$ cat src/rtl/pipe_stage_elastic.sv
// Elastic valid/ready inter-stage pipeline register with flush, bubble zeroing and stall/flush counters.
// Optional 1-entry skid buffer enabled by defining PIPE_SKID_EN (registered in_ready).
module pipe_stage_elastic #(
  parameter int DATA_W  = 64,
  parameter int CTRL_W  = 24,
  parameter int FLUSH_N = 4,
  parameter int CNT_W   = 16
) (
  input  logic               clk,
  input  logic               rst,
  input  logic [FLUSH_N-1:0] flush,
  input  logic               in_valid,
  output logic               in_ready,
  input  logic [CTRL_W-1:0]  in_ctrl,
  input  logic [DATA_W-1:0]  in_data,
  output logic               out_valid,
  input  logic               out_ready,
  output logic [CTRL_W-1:0]  out_ctrl,
  output logic [DATA_W-1:0]  out_data,
  output logic [CNT_W-1:0]   stall_cnt,
  output logic [CNT_W-1:0]   flush_cnt
);

  localparam logic [CNT_W-1:0] CNT_ONE = {{(CNT_W-1){1'b0}}, 1'b1};

  logic              flush_any;
  logic              main_free;
  logic              held_valid;

  logic              out_valid_q, out_valid_d;
  logic [CTRL_W-1:0] out_ctrl_q,  out_ctrl_d;
  logic [DATA_W-1:0] out_data_q,  out_data_d;
  logic [CNT_W-1:0]  stall_cnt_q, stall_cnt_d;
  logic [CNT_W-1:0]  flush_cnt_q, flush_cnt_d;

  assign flush_any = |flush;
  assign main_free = out_ready | ~out_valid_q;

`ifdef PIPE_SKID_EN
  logic              skid_valid_q, skid_valid_d;
  logic [CTRL_W-1:0] skid_ctrl_q,  skid_ctrl_d;
  logic [DATA_W-1:0] skid_data_q,  skid_data_d;

  // in_ready depends only on state, so out_ready never reaches it combinationally.
  assign in_ready   = ~skid_valid_q;
  assign held_valid = out_valid_q | skid_valid_q;

  always_comb begin
    out_valid_d  = out_valid_q;
    out_ctrl_d   = out_ctrl_q;
    out_data_d   = out_data_q;
    skid_valid_d = skid_valid_q;
    skid_ctrl_d  = skid_ctrl_q;
    skid_data_d  = skid_data_q;
    if (flush_any) begin
      out_valid_d  = 1'b0;
      out_ctrl_d   = '0;
      out_data_d   = '0;
      skid_valid_d = 1'b0;
      skid_ctrl_d  = '0;
      skid_data_d  = '0;
    end else if (main_free) begin
      if (skid_valid_q) begin
        // Skid is older than anything on the input; input is blocked while skid is full.
        out_valid_d  = 1'b1;
        out_ctrl_d   = skid_ctrl_q;
        out_data_d   = skid_data_q;
        skid_valid_d = 1'b0;
      end else if (in_valid) begin
        out_valid_d = 1'b1;
        out_ctrl_d  = in_ctrl;
        out_data_d  = in_data;
      end else begin
        out_valid_d = 1'b0;
        out_ctrl_d  = '0;
      end
    end else if (in_valid & ~skid_valid_q) begin
      skid_valid_d = 1'b1;
      skid_ctrl_d  = in_ctrl;
      skid_data_d  = in_data;
    end
  end

  always_ff @(posedge clk) begin
    if (rst) begin
      skid_valid_q <= 1'b0;
      skid_ctrl_q  <= '0;
      skid_data_q  <= '0;
    end else begin
      skid_valid_q <= skid_valid_d;
      skid_ctrl_q  <= skid_ctrl_d;
      skid_data_q  <= skid_data_d;
    end
  end
`else
  assign in_ready   = main_free;
  assign held_valid = out_valid_q;

  always_comb begin
    out_valid_d = out_valid_q;
    out_ctrl_d  = out_ctrl_q;
    out_data_d  = out_data_q;
    if (flush_any) begin
      out_valid_d = 1'b0;
      out_ctrl_d  = '0;
      out_data_d  = '0;
    end else if (main_free) begin
      if (in_valid) begin
        out_valid_d = 1'b1;
        out_ctrl_d  = in_ctrl;
        out_data_d  = in_data;
      end else begin
        // Bubble: payload is left as-is, only the control bundle is killed.
        out_valid_d = 1'b0;
        out_ctrl_d  = '0;
      end
    end
  end
`endif

  always_comb begin
    stall_cnt_d = stall_cnt_q;
    flush_cnt_d = flush_cnt_q;
    if (out_valid_q & ~out_ready & ~(&stall_cnt_q)) begin
      stall_cnt_d = stall_cnt_q + CNT_ONE;
    end
    if (flush_any & held_valid & ~(&flush_cnt_q)) begin
      flush_cnt_d = flush_cnt_q + CNT_ONE;
    end
  end

  always_ff @(posedge clk) begin
    if (rst) begin
      out_valid_q <= 1'b0;
      out_ctrl_q  <= '0;
      out_data_q  <= '0;
      stall_cnt_q <= '0;
      flush_cnt_q <= '0;
    end else begin
      out_valid_q <= out_valid_d;
      out_ctrl_q  <= out_ctrl_d;
      out_data_q  <= out_data_d;
      stall_cnt_q <= stall_cnt_d;
      flush_cnt_q <= flush_cnt_d;
    end
  end

  assign out_valid = out_valid_q;
  assign out_ctrl  = out_ctrl_q;
  assign out_data  = out_data_q;
  assign stall_cnt = stall_cnt_q;
  assign flush_cnt = flush_cnt_q;

endmodule
$ cat config.mk
export PLATFORM = sky130hd
export DESIGN_NAME = pipe_stage_elastic
export DESIGN_NICKNAME = d
export VERILOG_FILES = /design/src/rtl/pipe_stage_elastic.sv
export SDC_FILE = /design/constraint.sdc
export NUM_CORES = 1
export LEC_CHECK = 0
export ABC_AREA = 1
export CAP_MARGIN = 20
export CORE_UTILIZATION = 45
export CTS_CLUSTER_SIZE = 30
export DETAILED_ROUTE_END_ITERATION = 10
export GPL_ROUTABILITY_DRIVEN = 0
export PLACE_DENSITY = 0.82
export SYNTH_ARGS = -nofsm -noshare
export SYNTH_HDL_FRONTEND = slang
export SYNTH_SLANG_ARGS = --single-unit
$ cat constraint.sdc
create_clock -name clk -period 4.3 [get_ports clk]
set_input_delay 0.43 -clock clk [delete_from_list [all_inputs] [get_ports clk]]
set_output_delay 0.43 -clock clk [all_outputs]
set_load 0.02 [all_outputs]
; ---- After elaboration in Yosys (flattened, before gate mapping)
; Cells that the tools add are included.
[word_totals]
ramBits = 0
mem_bits_ro = 0
mem_count = 0
regBits = 121
latchBits = 0
[op_classes]
n_div = 0
muxes = 2
magnitude_cmp = 0
n_mul = 0
shift = 0
n_addsub = 2
reduce_logical = 5
bitwise = 9
n_eq_ne = 0
[op_table]
columns = operator, count
row1 = "16-bit by 1-bit adder with 16-bit output, second input constant", 2
row2 = 16-bit AND reduction, 2
row3 = 24-bit 2-to-1 mux, 1
row4 = 5-bit OR reduction, 1
row5 = 1-bit bitwise AND, 4
row6 = 1-bit inverter, 4
row7 = 4-bit OR reduction, 1
row8 = 2-bit AND reduction, 1
row9 = 1-bit 2-to-1 mux, 1
row10 = 1-bit bitwise OR, 1

; ---- Depth between registers and ports, before layout
[logic_depth]
ltp_word = 3
ltp_mapped = 10

; ---- Worst setup path before layout
; OpenSTA, ideal clock, no wires.
[synth_timing]
path_type = register -> register
from = register flush_cnt_q[0], in the netlist flush_cnt[0]
to = register flush_cnt_q[7], in the netlist flush_cnt[7]
n_path_buf = 1
slack_ps = 2745
required_time_ps = 4185
synth_period_minus_slack_ps = 1555
stages_incl_launch_ff = 10
arrival_ps = 1440
path_cell_list = dfxtp_1 ha_1 inv_1 nor2_4 nand2_2 inv_2 nand2_4 buf_6 a21oi_1 nor2_1
[synth_via]
elab_chain_cells = 3
[synth_rtl]
columns = item, line_no
row1 = "start, declared", 34  ; logic [CNT_W-1:0] flush_cnt_q, flush_cnt_d;
row2 = "start signal, assigned", 144  ; flush_cnt_q <= flush_cnt_d;
row3 = "parallel branches: the longest is 3 deep, another holds 16-bit by 1-bit adder with 16-bit output", --
; Several ways; the timed one is not identified.
; A chain may end at the register's enable or synchronous reset.

; ---- Final worst setup path
[layout_timing]
from = register out_valid_q, in the netlist out_valid
to = output in_ready
[layout_via]
elab_chain_cells = 2
[layout_rtl]
columns = item, line_no
row1 = "start, declared", 30  ; logic out_valid_q, out_valid_d;
row2 = "start signal, assigned", 140  ; out_valid_q <= out_valid_d;
row3 = 1-bit inverter, 37  ; assign main_free = out_ready | ~out_valid_q;
row4 = 1-bit bitwise OR, 37
row5 = "end, declared", 13  ; output logic in_ready,
; No other way between the ends.

==> impl_metrics.json <==
{
  "critPathMaxFanout": 31,
  "synthDistinctLibCells": 27,
  "crit_slowest_cell": "clkdlybuf4s50_1",
  "cts_made_buffers": 17,
  "power_density_mw_per_mm2": 334,
  "synth_commonest_cells": "263 x nand2_1, 121 x dfxtp_1, 109 x a21oi_1, 76 x nor2_1, 24 x nand3_1",
  "skew_ps": 7.94,
  "p_leak_nw": 2.77,
  "path_clk_slew_ps": 50,
  "cts_setup_buffers": 0,
  "hold_path_class": "reg -> reg",
  "cts_hold_buf": 0,
  "synth-seq-cells": 121,
  "maxCapViolations": 0,
  "cts_max_level": 4,
  "ctsLongestPathBuffers": 2,
  "wl_per_cell_um": 14.5,
  "p_total_w": 0.00257,
  "worst_slew_pin_slew_ps": 931,
  "core_area_mm2": 0.0105,
  "dieArea_mm2": 0.0115,
  "port-buffer-count": 217,
  "peakVddDrop_mv": 0.188,
  "setup_viol": 0,
  "drt-vias-per-instance": 5.06,
  "status": "finished clean",
  "relSlewSlack": 0.379,
  "layout_worst_path_cycle_share": 0.590,
  "fmax_ghz": 0.394,
  "antenna_found_initial": 0,
  "die_w_um": 107,
  "track_usage": 0.270,
  "hold_violations": 0,
  "grt_max_degree": 90,
  "worst_setup_path_end_kind": "primary output",
  "syn_avg_cell_area_um2": 7.16,
  "ys_seq_area_frac": 0.488,
  "cts_sinks": 121,
  "grt_pass1_wl_um": 24200,
  "clock_latency_ps": 510,
  "drc": 0,
  "cts_resized": 0,
  "dr_total_vias": 5313,
  "synth.top_cell.area_share": 0.488,
  "crit_family": "buffers and inverters",
  "fin_nets": 998,
  "synth-main-ff-cell": "dfxtp_1",
  "dr.first_iter.drc_count": 346,
  "antenna_left": 0,
  "worst_ep_arrival_time_ps": 2110,
  "antenna_cells": 0,
  "path_buf_inv": 4,
  "synthArstFlopShare": 0,
  "syn2layout_area_growth_pct": 55.0,
  "rows": 37,
  "cts_tree": "built",
  "yosysMostFrequentCell": "nand2_1",
  "drive_gt1_frac": 0.0657,
  "dieHeight_um": 107,
  "grt_remaining_overflow": 0,
  "crit_type": "reg -> out",
  "fin_crit_ps": 2540,
  "dpl.hpwl_um": 10500,
  "grt_pass1_vias": 5144,
  "finalSetupTns_ps": 0,
  "synthTopCellsByArea": "dfxtp_1 49%, nand2_1 20%, a21oi_1 11%, nor2_1 5.7%, nand3_1 2.4%",
  "rsz0062_at_grt": "no",
  "syn-cell-area_mm2": 0.00496,
  "first_pass_iters": 4,
  "cts_root_buffer": "clkbuf_8",
  "synthCells": 693,
  "synth_edf_count": 0,
  "yosysWarnings": 0,
  "startpoint_type": "register",
  "worst-endpoint-required_ps": 3870,
  "crit_chain": "inv_2, nor2_4, buf_4, inv_4, clkdlybuf4s50_1",
  "num_io_pins": 218,
  "drv_slew": 0,
  "initial_core_util": 0.472,
  "cp_slowest_stage_delay_ps": 590,
  "yosysTopAreaCell": "dfxtp_1",
  "wirelength_um": 15200,
  "synth_nets": 791,
  "fin_hold_ws_ps": 463
}
## power breakdown
part	total [W]	switching (W)	leakage [nW]	internal [W]
clock network	0.00127	0.000500	0.255	0.000766
logic	0.000173	0.0000727	1.54	0.000101
registers	0.00113	0.00000338	0.975	0.00113
total	0.00257	0.000576	2.77	0.00199
## cell type report
| type | instances | area (µm²) |
|---|---|---|
| clock buffer | 22 | 473 |
| inverter | 25 | 96.3 |
| fill | 793 | 2820 |
| clock inverter | 10 | 70.1 |
| multi-input combinational | 514 | 2260 |
| sequential | 121 | 2420 |
| tap | 136 | 170 |
| timing repair buffer | 221 | 2200 |
## per-stage QoR
step | utilization | std cells | setup WS (ps) | instance area [µm²]
after floorplan | - | 693 | 2740 | 4960
after global placement | 0.680 | 1017 | 1440 | 7150
after detailed placement | 0.680 | 1017 | 1360 | 7150
after CTS | 0.732 | 1049 | 1750 | 7690
after global routing | 0.732 | 1049 | 1610 | 7690
final | 0.732 | 1049 | 1760 | 7690
## final timing paths
check	startpoint	endpoint	slack, ps	cells after the start
worst max-delay path	out_valid	in_ready	1760	5
worst min-delay path	out_data[60]	out_data[60]	460	2
worst max register to register	out_valid	out_data[7]	1820	9
worst min register to register	out_data[60]	out_data[60]	460	2
## sequential cells by signal (all words and copies together) (netlist names)
name	count
stall_cnt	16
out_ctrl	24
out_data	64
flush_cnt	16
out_valid	1
## routing by layer
metal | track usage | vias up | wire (µm)
met5 | 0 | - | 0
met2 | 0.466 | 221 | 7830
met4 | 0.119 | 0 | 369
met1 | 0.297 | 2430 | 5730
li1 | - | 2633 | -
met3 | 0.0960 | 29 | 1270
## tightest hold or removal path, stage by stage (launching register included)
cell     delay [ps]
dfxtp_1         300
nand2_1          60
a21oi_1          50
## cell families after synthesis
kind of cell | count (synthesis) | share of synthesized area
flops | 121 | 0.488
fa+ha+maj | 2 | 0.00504
buf+inv | 58 | 0.0565
simple gates | 395 | 0.330
xor+xnor | 3 | 0.00530
compound gates | 114 | 0.115
## placed cells by master (no fill, tap or decap), types with 2 or more instances in the layout
cell	count
xor2_1	3
nand4_1	8
ha_1	2
buf_4	4
nand3_1	24
inv_2	4
nand2_1	263
dfxtp_1	121
o21ai_1	2
clkbuf_16	16
clkinv_2	3
clkinv_4	2
o21ai_0	3
nor2_2	5
clkinvlp_4	5
nor2_1	76
nor2_4	5
nand2_2	6
clkdlybuf4s50_1	217
nand3b_1	2
clkbuf_8	5
inv_1	20
a21oi_1	109
nand3_2	2
No activity file was read; power rests on OpenSTA's default activity.
